## src/rtl/an_pkg.sv

```systemverilog
// an_pkg: shared definitions for the AN-code encoder slice.
//   - default code/data/counter widths and the default code constant A
//   - FSM state encoding used by an_encoder
//   - an_mask(): one-hot codeword error mask, zero when the index is out of range
package an_pkg;

  localparam int unsigned AN_A          = 19;
  localparam int unsigned AN_N_W        = 4;
  localparam int unsigned AN_CODE_W     = 9;
  localparam int unsigned AN_CNT_W      = 16;

  // Widest codeword an_mask can describe; callers truncate to their CODE_W.
  localparam int unsigned AN_MASK_MAX_W = 64;

  typedef enum logic [1:0] {
    IDLE = 2'd0,
    MUL  = 2'd1,
    DONE = 2'd2
  } an_state_e;

  // One-hot mask at bit_idx, or all-zero when bit_idx falls outside the codeword.
  function automatic logic [AN_MASK_MAX_W-1:0] an_mask(
    input int unsigned bit_idx,
    input int unsigned code_w = AN_CODE_W
  );
    logic [AN_MASK_MAX_W-1:0] m;
    m = '0;
    if ((bit_idx < code_w) && (bit_idx < AN_MASK_MAX_W)) begin
      m = AN_MASK_MAX_W'(1) << bit_idx;
    end
    return m;
  endfunction

endpackage

```

## src/rtl/an_encoder_if.sv

```systemverilog
// an_encoder_if: stream bundle around the AN encoder.
//   Input channel : in_valid/in_ready handshake carrying in_data, inj_en, inj_bit.
//   Output channel: out_valid/out_ready handshake carrying out_code, out_injected.
// Modports:
//   master - the environment: offers data words, consumes codewords.
//   slave  - the encoder itself.
interface an_encoder_if
  import an_pkg::*;
#(
  parameter int unsigned N_W    = AN_N_W,
  parameter int unsigned CODE_W = AN_CODE_W,
  parameter int unsigned IB_W   = $clog2(CODE_W) + 1
) ();

  logic              in_valid;
  logic              in_ready;
  logic [N_W-1:0]    in_data;
  logic              inj_en;
  logic [IB_W-1:0]   inj_bit;

  logic              out_valid;
  logic              out_ready;
  logic [CODE_W-1:0] out_code;
  logic              out_injected;

  modport master (
    output in_valid, in_data, inj_en, inj_bit, out_ready,
    input  in_ready, out_valid, out_code, out_injected
  );

  modport slave (
    input  in_valid, in_data, inj_en, inj_bit, out_ready,
    output in_ready, out_valid, out_code, out_injected
  );

endinterface

```

## src/rtl/an_err_mask.sv

```systemverilog
// an_err_mask: combinational single-bit error mask generator.
// Ports:
//   inj_en  in  - request a flip
//   inj_bit in  - codeword bit index to flip
//   mask    out - one-hot at inj_bit when inj_en and inj_bit < CODE_W, else zero
module an_err_mask
  import an_pkg::*;
#(
  parameter int unsigned CODE_W = AN_CODE_W,
  parameter int unsigned IB_W   = $clog2(CODE_W) + 1
) (
  input  logic              inj_en,
  input  logic [IB_W-1:0]   inj_bit,
  output logic [CODE_W-1:0] mask
);

  always_comb begin
    mask = '0;
    if (inj_en) begin
      mask = CODE_W'(an_mask(32'(inj_bit), CODE_W));
    end
  end

endmodule

```

## src/rtl/an_encoder.sv

```systemverilog
// an_encoder: sequential AN-code encoder (codeword = A*N), one data bit per cycle.
// Ports:
//   clk       in  - single clock, rising edge
//   rst_n     in  - asynchronous active-low reset
//   bus       slave modport of an_encoder_if (input/output handshakes)
//   word_cnt  out - codewords delivered, saturating
//   err_cnt   out - codewords delivered with a flipped bit, saturating
// Flow: IDLE accepts a word, MUL adds A<<i for each set data bit, DONE holds the
// codeword until the downstream handshake. in_ready/out_valid decode the state only.
module an_encoder
  import an_pkg::*;
#(
  parameter int unsigned A      = AN_A,
  parameter int unsigned N_W    = AN_N_W,
  parameter int unsigned CODE_W = AN_CODE_W,
  parameter int unsigned CNT_W  = AN_CNT_W
) (
  input  logic             clk,
  input  logic             rst_n,
  an_encoder_if.slave      bus,
  output logic [CNT_W-1:0] word_cnt,
  output logic [CNT_W-1:0] err_cnt
);

  localparam int unsigned IB_W   = $clog2(CODE_W) + 1;
  localparam int unsigned IDX_W  = (N_W > 1) ? $clog2(N_W) : 1;
  localparam logic [IDX_W-1:0] LAST_I = IDX_W'(N_W - 1);
  localparam longint unsigned MAX_PRODUCT = longint'(A) * ((64'd1 << N_W) - 64'd1);

  // Parameter legality is resolved at elaboration.
  if ((A < 3) || ((A % 2) == 0)) begin : g_bad_a
    $error("an_encoder: A must be odd and >= 3");
  end
  if ((CODE_W > 62) || (MAX_PRODUCT >= (64'd1 << CODE_W))) begin : g_bad_code_w
    $error("an_encoder: A*(2^N_W-1) must fit in CODE_W bits");
  end

  localparam logic [CODE_W-1:0] A_CODE = CODE_W'(A);

  an_state_e         state_q, state_d;
  logic [N_W-1:0]    d_q, d_d;
  logic [CODE_W-1:0] acc_q, acc_d;
  logic [IDX_W-1:0]  i_q, i_d;
  logic              inj_en_q, inj_en_d;
  logic [IB_W-1:0]   inj_bit_q, inj_bit_d;
  logic [CODE_W-1:0] out_code_q, out_code_d;
  logic              out_injected_q, out_injected_d;
  logic [CNT_W-1:0]  word_cnt_q, word_cnt_d;
  logic [CNT_W-1:0]  err_cnt_q, err_cnt_d;

  logic [CODE_W-1:0] err_mask;
  logic [CODE_W-1:0] acc_sum;

  an_err_mask #(
    .CODE_W (CODE_W),
    .IB_W   (IB_W)
  ) u_err_mask (
    .inj_en  (inj_en_q),
    .inj_bit (inj_bit_q),
    .mask    (err_mask)
  );

  // Shift-and-add step: the parameter check guarantees no carry out of CODE_W.
  assign acc_sum = d_q[0] ? (acc_q + (A_CODE << i_q)) : acc_q;

  always_comb begin
    state_d        = state_q;
    d_d            = d_q;
    acc_d          = acc_q;
    i_d            = i_q;
    inj_en_d       = inj_en_q;
    inj_bit_d      = inj_bit_q;
    out_code_d     = out_code_q;
    out_injected_d = out_injected_q;
    word_cnt_d     = word_cnt_q;
    err_cnt_d      = err_cnt_q;

    case (state_q)
      IDLE: begin
        if (bus.in_valid) begin
          d_d       = bus.in_data;
          inj_en_d  = bus.inj_en;
          inj_bit_d = bus.inj_bit;
          acc_d     = '0;
          i_d       = '0;
          state_d   = MUL;
        end
      end

      MUL: begin
        acc_d = acc_sum;
        d_d   = d_q >> 1;
        i_d   = i_q + IDX_W'(1);
        if (i_q == LAST_I) begin
          out_code_d     = acc_sum ^ err_mask;
          out_injected_d = |err_mask;
          state_d        = DONE;
        end
      end

      DONE: begin
        if (bus.out_ready) begin
          state_d = IDLE;
          if (word_cnt_q != '1) begin
            word_cnt_d = word_cnt_q + CNT_W'(1);
          end
          if (out_injected_q && (err_cnt_q != '1)) begin
            err_cnt_d = err_cnt_q + CNT_W'(1);
          end
        end
      end

      default: begin
        state_d = IDLE;
      end
    endcase
  end

  // Reset aborts any word in flight; the codeword register is cleared too, so a
  // partial result can never appear on out_code.
  always_ff @(posedge clk or negedge rst_n) begin
    if (!rst_n) begin
      state_q        <= IDLE;
      d_q            <= '0;
      acc_q          <= '0;
      i_q            <= '0;
      inj_en_q       <= 1'b0;
      inj_bit_q      <= '0;
      out_code_q     <= '0;
      out_injected_q <= 1'b0;
      word_cnt_q     <= '0;
      err_cnt_q      <= '0;
    end else begin
      state_q        <= state_d;
      d_q            <= d_d;
      acc_q          <= acc_d;
      i_q            <= i_d;
      inj_en_q       <= inj_en_d;
      inj_bit_q      <= inj_bit_d;
      out_code_q     <= out_code_d;
      out_injected_q <= out_injected_d;
      word_cnt_q     <= word_cnt_d;
      err_cnt_q      <= err_cnt_d;
    end
  end

  assign bus.in_ready     = (state_q == IDLE);
  assign bus.out_valid    = (state_q == DONE);
  assign bus.out_code     = out_code_q;
  assign bus.out_injected = out_injected_q;
  assign word_cnt         = word_cnt_q;
  assign err_cnt          = err_cnt_q;

endmodule

```

## src/flat_wrapper.sv

```systemverilog
// flat-port wrapper written by rule: the top's interface ports become plain ports
module an_encoder_flat import an_pkg::*;
#(
  parameter int unsigned A      = AN_A,
  parameter int unsigned N_W    = AN_N_W,
  parameter int unsigned CODE_W = AN_CODE_W,
  parameter int unsigned CNT_W  = AN_CNT_W
)
  (clk, rst_n, word_cnt, err_cnt, bus_in_valid, bus_in_data, bus_inj_en, bus_inj_bit, bus_out_ready, bus_in_ready, bus_out_valid, bus_out_code, bus_out_injected);
  an_encoder_if #(.N_W(N_W), .CODE_W(CODE_W)) bus_i ();
  input  logic clk;
  input  logic rst_n;
  output logic [CNT_W-1:0] word_cnt;
  output logic [CNT_W-1:0] err_cnt;
  input wire logic [$bits(bus_i.in_valid)-1:0] bus_in_valid;
  input wire logic [$bits(bus_i.in_data)-1:0] bus_in_data;
  input wire logic [$bits(bus_i.inj_en)-1:0] bus_inj_en;
  input wire logic [$bits(bus_i.inj_bit)-1:0] bus_inj_bit;
  input wire logic [$bits(bus_i.out_ready)-1:0] bus_out_ready;
  output wire logic [$bits(bus_i.in_ready)-1:0] bus_in_ready;
  output wire logic [$bits(bus_i.out_valid)-1:0] bus_out_valid;
  output wire logic [$bits(bus_i.out_code)-1:0] bus_out_code;
  output wire logic [$bits(bus_i.out_injected)-1:0] bus_out_injected;
  assign bus_i.in_valid = bus_in_valid;
  assign bus_i.in_data = bus_in_data;
  assign bus_i.inj_en = bus_inj_en;
  assign bus_i.inj_bit = bus_inj_bit;
  assign bus_i.out_ready = bus_out_ready;
  assign bus_in_ready = bus_i.in_ready;
  assign bus_out_valid = bus_i.out_valid;
  assign bus_out_code = bus_i.out_code;
  assign bus_out_injected = bus_i.out_injected;
  an_encoder #(.A(A), .N_W(N_W), .CODE_W(CODE_W), .CNT_W(CNT_W)) u_core (.clk(clk), .rst_n(rst_n), .bus(bus_i), .word_cnt(word_cnt), .err_cnt(err_cnt));
endmodule
```

## config.mk

```make
export PLATFORM = sky130hd
export DESIGN_NAME = an_encoder_flat
export DESIGN_NICKNAME = d
export VERILOG_FILES = /design/src/rtl/an_pkg.sv /design/src/rtl/an_encoder_if.sv /design/src/rtl/an_err_mask.sv /design/src/rtl/an_encoder.sv /design/src/flat_wrapper.sv
export SDC_FILE = /design/constraint.sdc
export NUM_CORES = 1
export LEC_CHECK = 0
export ABC_AREA = 1
export BUFFER_PORTS_ARGS = -buffer_cell sky130_fd_sc_hd__buf_2
export CAP_MARGIN = 20
export CORE_ASPECT_RATIO = 1.25
export CORE_UTILIZATION = 62
export DETAILED_ROUTE_END_ITERATION = 16
export PLACE_DENSITY = 0.86
export SLEW_MARGIN = 20
export SYNTH_ARGS = -nofsm -noshare
export SYNTH_HDL_FRONTEND = slang
export SYNTH_SLANG_ARGS = --single-unit
```

## constraint.sdc

```tcl
create_clock -name clk -period 5.32 [get_ports clk]
set_input_delay 1.064 -clock clk [delete_from_list [all_inputs] [get_ports clk]]
set_output_delay 1.064 -clock clk [all_outputs]
set_load 0.1 [all_outputs]
```

==> results of run 1 <==
## how the worst max path moves through the flow
| stage | start | end | slack (ns) | cells after the start |
|---|---|---|---|---|
| after floorplan | u_core.state_q[0] | u_core.acc_q[3] | 2.53 | 7 |
| final | u_core.i_q[1] | u_core.bus.out_code[8] | 2.86 | 13 |
| after CTS | u_core.state_q[1] | bus_out_valid | 2.88 | 3 |
| after global routing | u_core.i_q[1] | u_core.bus.out_code[8] | 2.70 | 13 |
| after detailed placement | bus_in_valid | u_core.d_q[0] | 2.86 | 7 |
| after global placement | bus_in_valid | u_core.d_q[0] | 2.94 | 7 |
## flip-flops by register name (all words and copies together) (netlist names)
signal                   cells
u_core.bus.out_code          9
u_core.d_q                   4
u_core.bus.out_injected      1
u_core.i_q                   2
u_core.state_q               2
u_core.inj_bit_q             5
u_core.acc_q                 9
u_core.err_cnt              16
u_core.inj_en_q              1
u_core.word_cnt             16
## critical path, stage by stage, from the launching register on
cell and delay [ns]:
dfrtp_1 0.45, inv_1 0.16, ha_1 0.18, ha_1 0.16, inv_1 0.05, fa_1 0.41
nor2_1 0.23, o21ai_0 0.17, nand2_1 0.13, nand3_1 0.10, nand2_1 0.10, nand2_1 0.07
nand3_1 0.07, nand2_1 0.06
## through the flow
stage / cell area [µm²] / power [mW] / setup slack, ns
5_1_grt: 4340 / 2.93 / 2.70
4_1_cts: 4340 / 2.72 / 2.88
2_1_floorplan: 3850 / 2.05 / 2.53
3_3_place_gp: 4180 / 2.30 / 2.94
6_report: 4340 / 2.73 / 2.86
3_5_place_dp: 4180 / 2.35 / 2.86
## routing by layer
metal | global-route usage, % | up-vias
li1 | - | 1729
met1 | 39.3 | 1621
met2 | 47.4 | 111
met3 | 5.16 | 20
met4 | 9.15 | 0
met5 | 0 | -
## cells in the mapped netlist, drive strengths merged
library cell / count / area, µm²
nand3: 41 / 210
o21ai: 42 / 218
clkbuf: 3 / 11.3
nand3b: 5 / 37.5
dfrtp: 65 / 1630
fa: 1 / 20.0
nor4: 3 / 18.8
nor3: 16 / 96.4
a21oi: 4 / 20.0
a221oi: 2 / 17.5
xor2: 17 / 149
a2bb2oi: 1 / 8.76
o211ai: 1 / 7.51
ha: 15 / 188
inv: 76 / 285
nor2: 27 / 101
and2: 1 / 6.26
xnor2: 9 / 78.8
o22ai: 6 / 37.5
o21a: 1 / 7.51
clkinv: 1 / 3.75
buf: 6 / 60.1
nor3b: 1 / 12.5
nand2: 148 / 563
nand4: 11 / 68.8
## where the power goes
part	leakage [nW]	switching (mW)	internal [mW]
registers	0.825	0.132	0.647
clock network	0.0887	0.182	0.176
logic	1.35	1.20	0.395
total	2.27	1.52	1.22
## cell type report
| class | count | area (µm²) | share of cell area, % |
|---|---|---|---|
| Multi-Input combinational cell | 352 | 1870 | 43.0 |
| Sequential cell | 65 | 1630 | 37.5 |
| Timing Repair Buffer | 58 | 293 | 6.75 |
| Inverter | 77 | 289 | 6.66 |
| Clock buffer | 11 | 141 | 3.26 |
| Tap cell | 82 | 103 | 2.36 |
| Clock inverter | 4 | 20.0 | 0.461 |
## kinds of logic after synthesis
kind of cell | synth area share, %
AO/OA/AOI/OAI | 8.21
XOR/XNOR | 5.91
adder cells (fa/ha/maj) | 5.39
buffers and inverters | 9.35
flip-flops | 42.2
AND/OR/NAND/NOR | 28.9
==> impl_metrics.yaml, run 1 <==
drt:
  dr.pass1.iters: 5
  wl_met1_mm: 4.00
  drtAntennaViolNets: 0
  vias: 3481
  drt_iter0_drc: 322
  wl_met2_mm: 4.14
  wl_mm: 8.70
  viasPerCell: 5.36
  routed.top_layer: "met4"
  wl_per_cell_um: 13.4
  drc_errors: 0
  met3_length_um: 411
placed_design:
  placed_cells: 634
  portBuffers: 57
  dpl.hpwl_mm: 6.37
  routabilityCongestion: 0.906
floorplan:
  io_pins: 58
  num_rows: 31
  die_h_um: 90.1
  core-area_mm2: 0.00590
  dieArea_mm2: 0.00654
  initial_core_util_pct: 65.4
  die_x_um: 72.5
global_route:
  grtUsageTotal_pct: 29.1
  grt_antenna_before_repair: 0
  grt_overflow_total: 0
  grt_pass1_vias: 3319
  grt_pass1_wl_mm: 14.9
  grt_start_max_net_pins: 66
synthesis:
  avgSynthCellArea_um2: 7.66
  synth-warning-count: 0
  syn_inst: 503
  netlist_area_mm2: 0.00385
  synth-seq-cells: 65
  synth_nets: 533
  seq_area_frac_synth_pct: 42.2
  synth.distinct_cells: 35
clock_network:
  path_clk_slew_ns: 0.07
  clock_latency_ns: 0.34
  cts_tree: "yes"
  holdBufCountCts: 0
  cts.path.max_buffers: 2
  cts_buffers: 9
  cts_max_level: 3
  cts_root_buf: "clkbuf_8"
  post_cts_resized: 0
  cts_setup_buffers: 0
  cts.sinks: 65
power:
  powerDensity_mw_per_mm2: 630
  p_leak_nw: 2.27
  peakVddDrop_mv: 0.385
timing:
  min_period_over_period_pct: 46.3
  rsz0062_at_grt: "false"
  hold_viol_final: 0
  finClkSkew_ns: 0.00939
  fmax_ghz: 0.406
  slew_headroom_pct: 45.5
  setup_viol: 0
  period_minus_slack_ns: 2.46
  fin_setup_tns_ns: 0
  worst_pin_slew_ns: 0.817
  finalMaxSlewViolations: 0
  whs_ns: 0.472
final_layout:
  area_growth_pct: 12.6
  final_net_count: 593
  final_cell_mix: "nand2_1, inv_1, dfrtp_1, buf_2, nand3_1"
  fillerInstances: 461
  final_common_cell: "nand2_1"
  diodes: 0
  post-route-util_pct: 73.6
  drive_gt1_share_pct: 14.6
  layout.cells.non_filler: 649
setup_path:
  crit_type: "reg2reg"
  r2r-end: "u_core.bus.out_code[8]"
  rr_worst_depth: 13
  rrSetupSlack_ns: 2.86
  critPathLaunchType: "register"
  timing.rr.start: "u_core.i_q[1]"
  cp.arrival_ns: 2.69
  required_ns: 5.55
  path_max_fanout: 5
  cp-end-kind: "register"
min_path:
  hold_depth: 2
  worstHoldEndpoint: "u_core.bus.out_code[7]"
  hp-start: "u_core.bus.out_code[7]"
  hold_class: "reg2reg"
job:
  cap_violations: 0
status:
  status: "finished clean"
No activity file was read; power rests on OpenSTA's default activity.
==> run 2: changes to the inputs <==
--- a/config.mk
+++ b/config.mk
@@ -5,13 +5,13 @@
 export SDC_FILE = /design/constraint.sdc
 export NUM_CORES = 1
 export LEC_CHECK = 0
-export ABC_AREA = 1
+export ABC_AREA = 0
 export BUFFER_PORTS_ARGS = -buffer_cell sky130_fd_sc_hd__buf_2
 export CAP_MARGIN = 20
 export CORE_ASPECT_RATIO = 1.25
-export CORE_UTILIZATION = 62
+export CORE_UTILIZATION = 56
 export DETAILED_ROUTE_END_ITERATION = 16
-export PLACE_DENSITY = 0.86
+export PLACE_DENSITY = 0.79
 export SLEW_MARGIN = 20
 export SYNTH_ARGS = -nofsm -noshare
 export SYNTH_HDL_FRONTEND = slang
==> constraint.sdc (replaced) <==
create_clock -name clk -period 2.4 [get_ports clk]
set_input_delay 0.48 -clock clk [delete_from_list [all_inputs] [get_ports clk]]
set_output_delay 0.48 -clock clk [all_outputs]
set_load 0.1 [all_outputs]
==> run 2 against run 1 <==
Power increased by 110%. Sequential share of layout area is 0.70 points higher. Register-to-register slack got worse by 2.9 ns. Clock-buffer cell count decreased by 1. Worst hold slack worse by 0.34 ns. Routed wire length decreased by 12%. Largest power group unchanged. Non-clock buffer count rose by 12. Flip-flop and latch count stayed put. Worst setup slack got worse by 2.9 ns. Clock power rose to 2.6 times the previous value. Area after synthesis decreased by 10%.
==> impl_metrics.yaml, run 2 <==
status:
  status: "finished clean"
synthesis:
  synthFlopType: "dfrtp_1"
  yosys.area_share.simple_pct: 21.3
  yosys.area_share.adder_pct: 6.00
  synth-seq-cells: 65
  synth-warning-count: 0
  avgSynthCellArea_um2: 9.69
  syn_inst: 357
  seq_area_frac_synth_pct: 47.0
  synth-edff-count: 0
  synth_top_area_share_pct: 47.0
  synth_top_family_by_area: "simple AND/OR/NAND/NOR gates"
  yosys-top-cells-area: "dfrtp_1, nand2_1, xnor2_1"
  synth_area_leader_cell: "dfrtp_1"
  netlist_area_mm2: 0.00346
  synth.distinct_cells: 46
  async_reset_ff_share_pct: 100
  synth_nets: 387
  synth-compound-area-share_pct: 11.2
  synthTopCellsByCount: "dfrtp_1, nand2_1, xnor2_1"
  synth.most_common_cell: "dfrtp_1"
  muxShareOfSynthArea_pct: 1.34
  synth-xor-area-share_pct: 10.1
final_layout:
  final_net_count: 458
  final_area_mm2: 0.00427
  final_common_cell: "nand2_1"
  drive_gt1_share_pct: 27.9
  diodes: 0
  fillerInstances: 430
  final_cell_mix: "nand2_1, dfrtp_1, buf_2, xnor2_1"
  post-route-util_pct: 72.5
  area_growth_pct: 23.5
  layout.cells.non_filler: 515
drt:
  wl_per_cell_um: 14.8
  drtAntennaViolNets: 0
  drc_errors: 0
  drt_iter0_drc: 282
  vias: 2834
  wl_mm: 7.63
  viasPerCell: 5.50
  dr.pass1.iters: 4
timing:
  setup_viol: 0
  slew_headroom_pct: 46.6
  period_minus_slack_ns: 2.40
  finalMaxSlewViolations: 0
  hold_viol_final: 0
  fmax_ghz: 0.417
  worst_pin_slew_ns: 0.801
  finClkSkew_ns: 0.0118
  rsz0062_at_grt: "true"
  min_period_over_period_pct: 99.9
global_route:
  grt_pass1_wl_mm: 12.5
  grt_start_max_net_pins: 66
  grt_overflow_total: 0
  grt_antenna_before_repair: 0
  grtUsageTotal_pct: 24.9
  grt_pass1_vias: 2758
clock_network:
  cts_root_buf: "clkbuf_8"
  cts_max_level: 3
  cts.path.max_buffers: 2
  path_clk_slew_ns: 0.07
  cts_buffers: 9
  clock_latency_ns: 0.34
  cts_tree: "yes"
  cts.sinks: 65
power:
  finalPower_mw: 5.84
  p_leak_nw: 2.05
  powerDensity_mw_per_mm2: 1370
  peakVddDrop_mv: 0.988
placed_design:
  dpl.hpwl_mm: 5.26
  placed_cells: 495
  routabilityCongestion: 0.934
  dpl-instance-area_mm2: 0.00394
  portBuffers: 57
setup_path:
  required_ns: 2.63
  cp-end-kind: "register"
  cp.arrival_ns: 2.62
  path_max_fanout: 4
  critPathLaunchType: "register"
  crit_type: "reg2reg"
floorplan:
  io_pins: 58
  dieArea_mm2: 0.00650
  initial_core_util_pct: 58.7
  die_x_um: 72.3
  num_rows: 31
  core-area_mm2: 0.00590
  die_h_um: 89.9
min_path:
  hold_class: "in2async"
job:
  cap_violations: 0
-- run 2: cell types whose count changed after synthesis, moves of 6 or more --
cell	before	now
nor2b_1	0	6
o22ai_1	6	0
inv_1	74	16
nand2_1	145	62
o21ai_0	37	24
nand3_1	40	21
nor3_1	14	8
nor2_1	27	20
xnor2_1	9	25
-- run 2: critical path, cell delays in order, from the launching register on --
cell	delay [ns]
dfrtp_2	0.42
inv_2	0.08
ha_4	0.13
ha_4	0.13
inv_2	0.04
fa_2	0.39
nor2b_4	0.17
o2111ai_4	0.16
a2111oi_4	0.44
a2111oi_4	0.09
xnor2_1	0.16
o21ai_1	0.08
-- run 2: cells by family (layout without fill, tap and decap cells) --
kind of cell             Yosys count  in the layout
AND/OR/NAND/NOR                  148            148
flip-flops                        65             65
AO/OA/AOI/OAI                     58             58
XOR/XNOR                          40             40
buffers and inverters             26            102
adder cells (fa/ha/maj)           16             16
multiplexers                       4              4
-- run 2: final timing paths --
| kind | from | endpoint | slack [ns] | cells past startpoint |
|---|---|---|---|---|
| setup / recovery | u_core.i_q[1] | u_core.bus.out_code[8] | 0.002 | 11 |
| hold / removal | rst_n | u_core.err_cnt[4] | 0.13 | 2 |
| setup reg to reg | u_core.i_q[1] | u_core.bus.out_code[8] | 0.002 | 11 |
| hold reg to reg | u_core.inj_bit_q[4] | u_core.inj_bit_q[4] | 0.48 | 2 |
| max in group asynchronous | rst_n | u_core.i_q[1] | 1.94 | 2 |
| min in group clk | bus_inj_bit[4] | u_core.inj_bit_q[4] | 0.32 | 3 |
-- run 2: per-stage QoR --
step | setup slack, ns | hold slack [ns] | setup TNS [ns]
after floorplan | 0.00278 | 0.184 | 0
after global placement | -0.00336 | 0.453 | -0.00336
after detailed placement | -0.0443 | 0.461 | -0.0738
after CTS | 0.00966 | 0.155 | 0
after global routing | -0.0864 | 0.169 | -0.253
final | 0.00177 | 0.132 | 0
-- run 2: power breakdown --
group          switching, mW  total, mW  leakage (nW)  internal (mW)
registers              0.303       1.67         0.841           1.37
logic                   2.14       3.23          1.11           1.09
clock network          0.432      0.941         0.103          0.509
-- run 2: cell type report --
type	count	area, µm²	share of cell area, %
well taps	82	103	2.40
inverters	16	60.1	1.41
clock buffers	10	138	3.22
multi-input cells	266	1880	44.0
flip-flops and latches	65	1630	38.2
clock inverters	6	65.1	1.52
repair buffers	70	395	9.25
-- run 2: metal layers --
layer  wire (µm)  part of all wire, %  track usage, %  up-vias
met5           0                    0               0        -
met4         151                  2.0            12.9        0
met3         293                  3.8            3.81       11
met2        3870                   51            41.0       74
met1        3310                   43            30.9     1374
li1            -                    -               -     1375
-- run 2: repair_timing --
| action | 4_1_cts | 5_1_grt |
|---|---|---|
| endpoints found under the setup margin | 3 | 7 |
| endpoints found under the hold margin | 0 | 0 |
| pin swaps | 1 | 9 |
| gates cloned | 0 | 0 |
| resized for setup | 4 | 17 |
| hold buffers | 0 | 0 |
| buffers inserted | 1 | 3 |
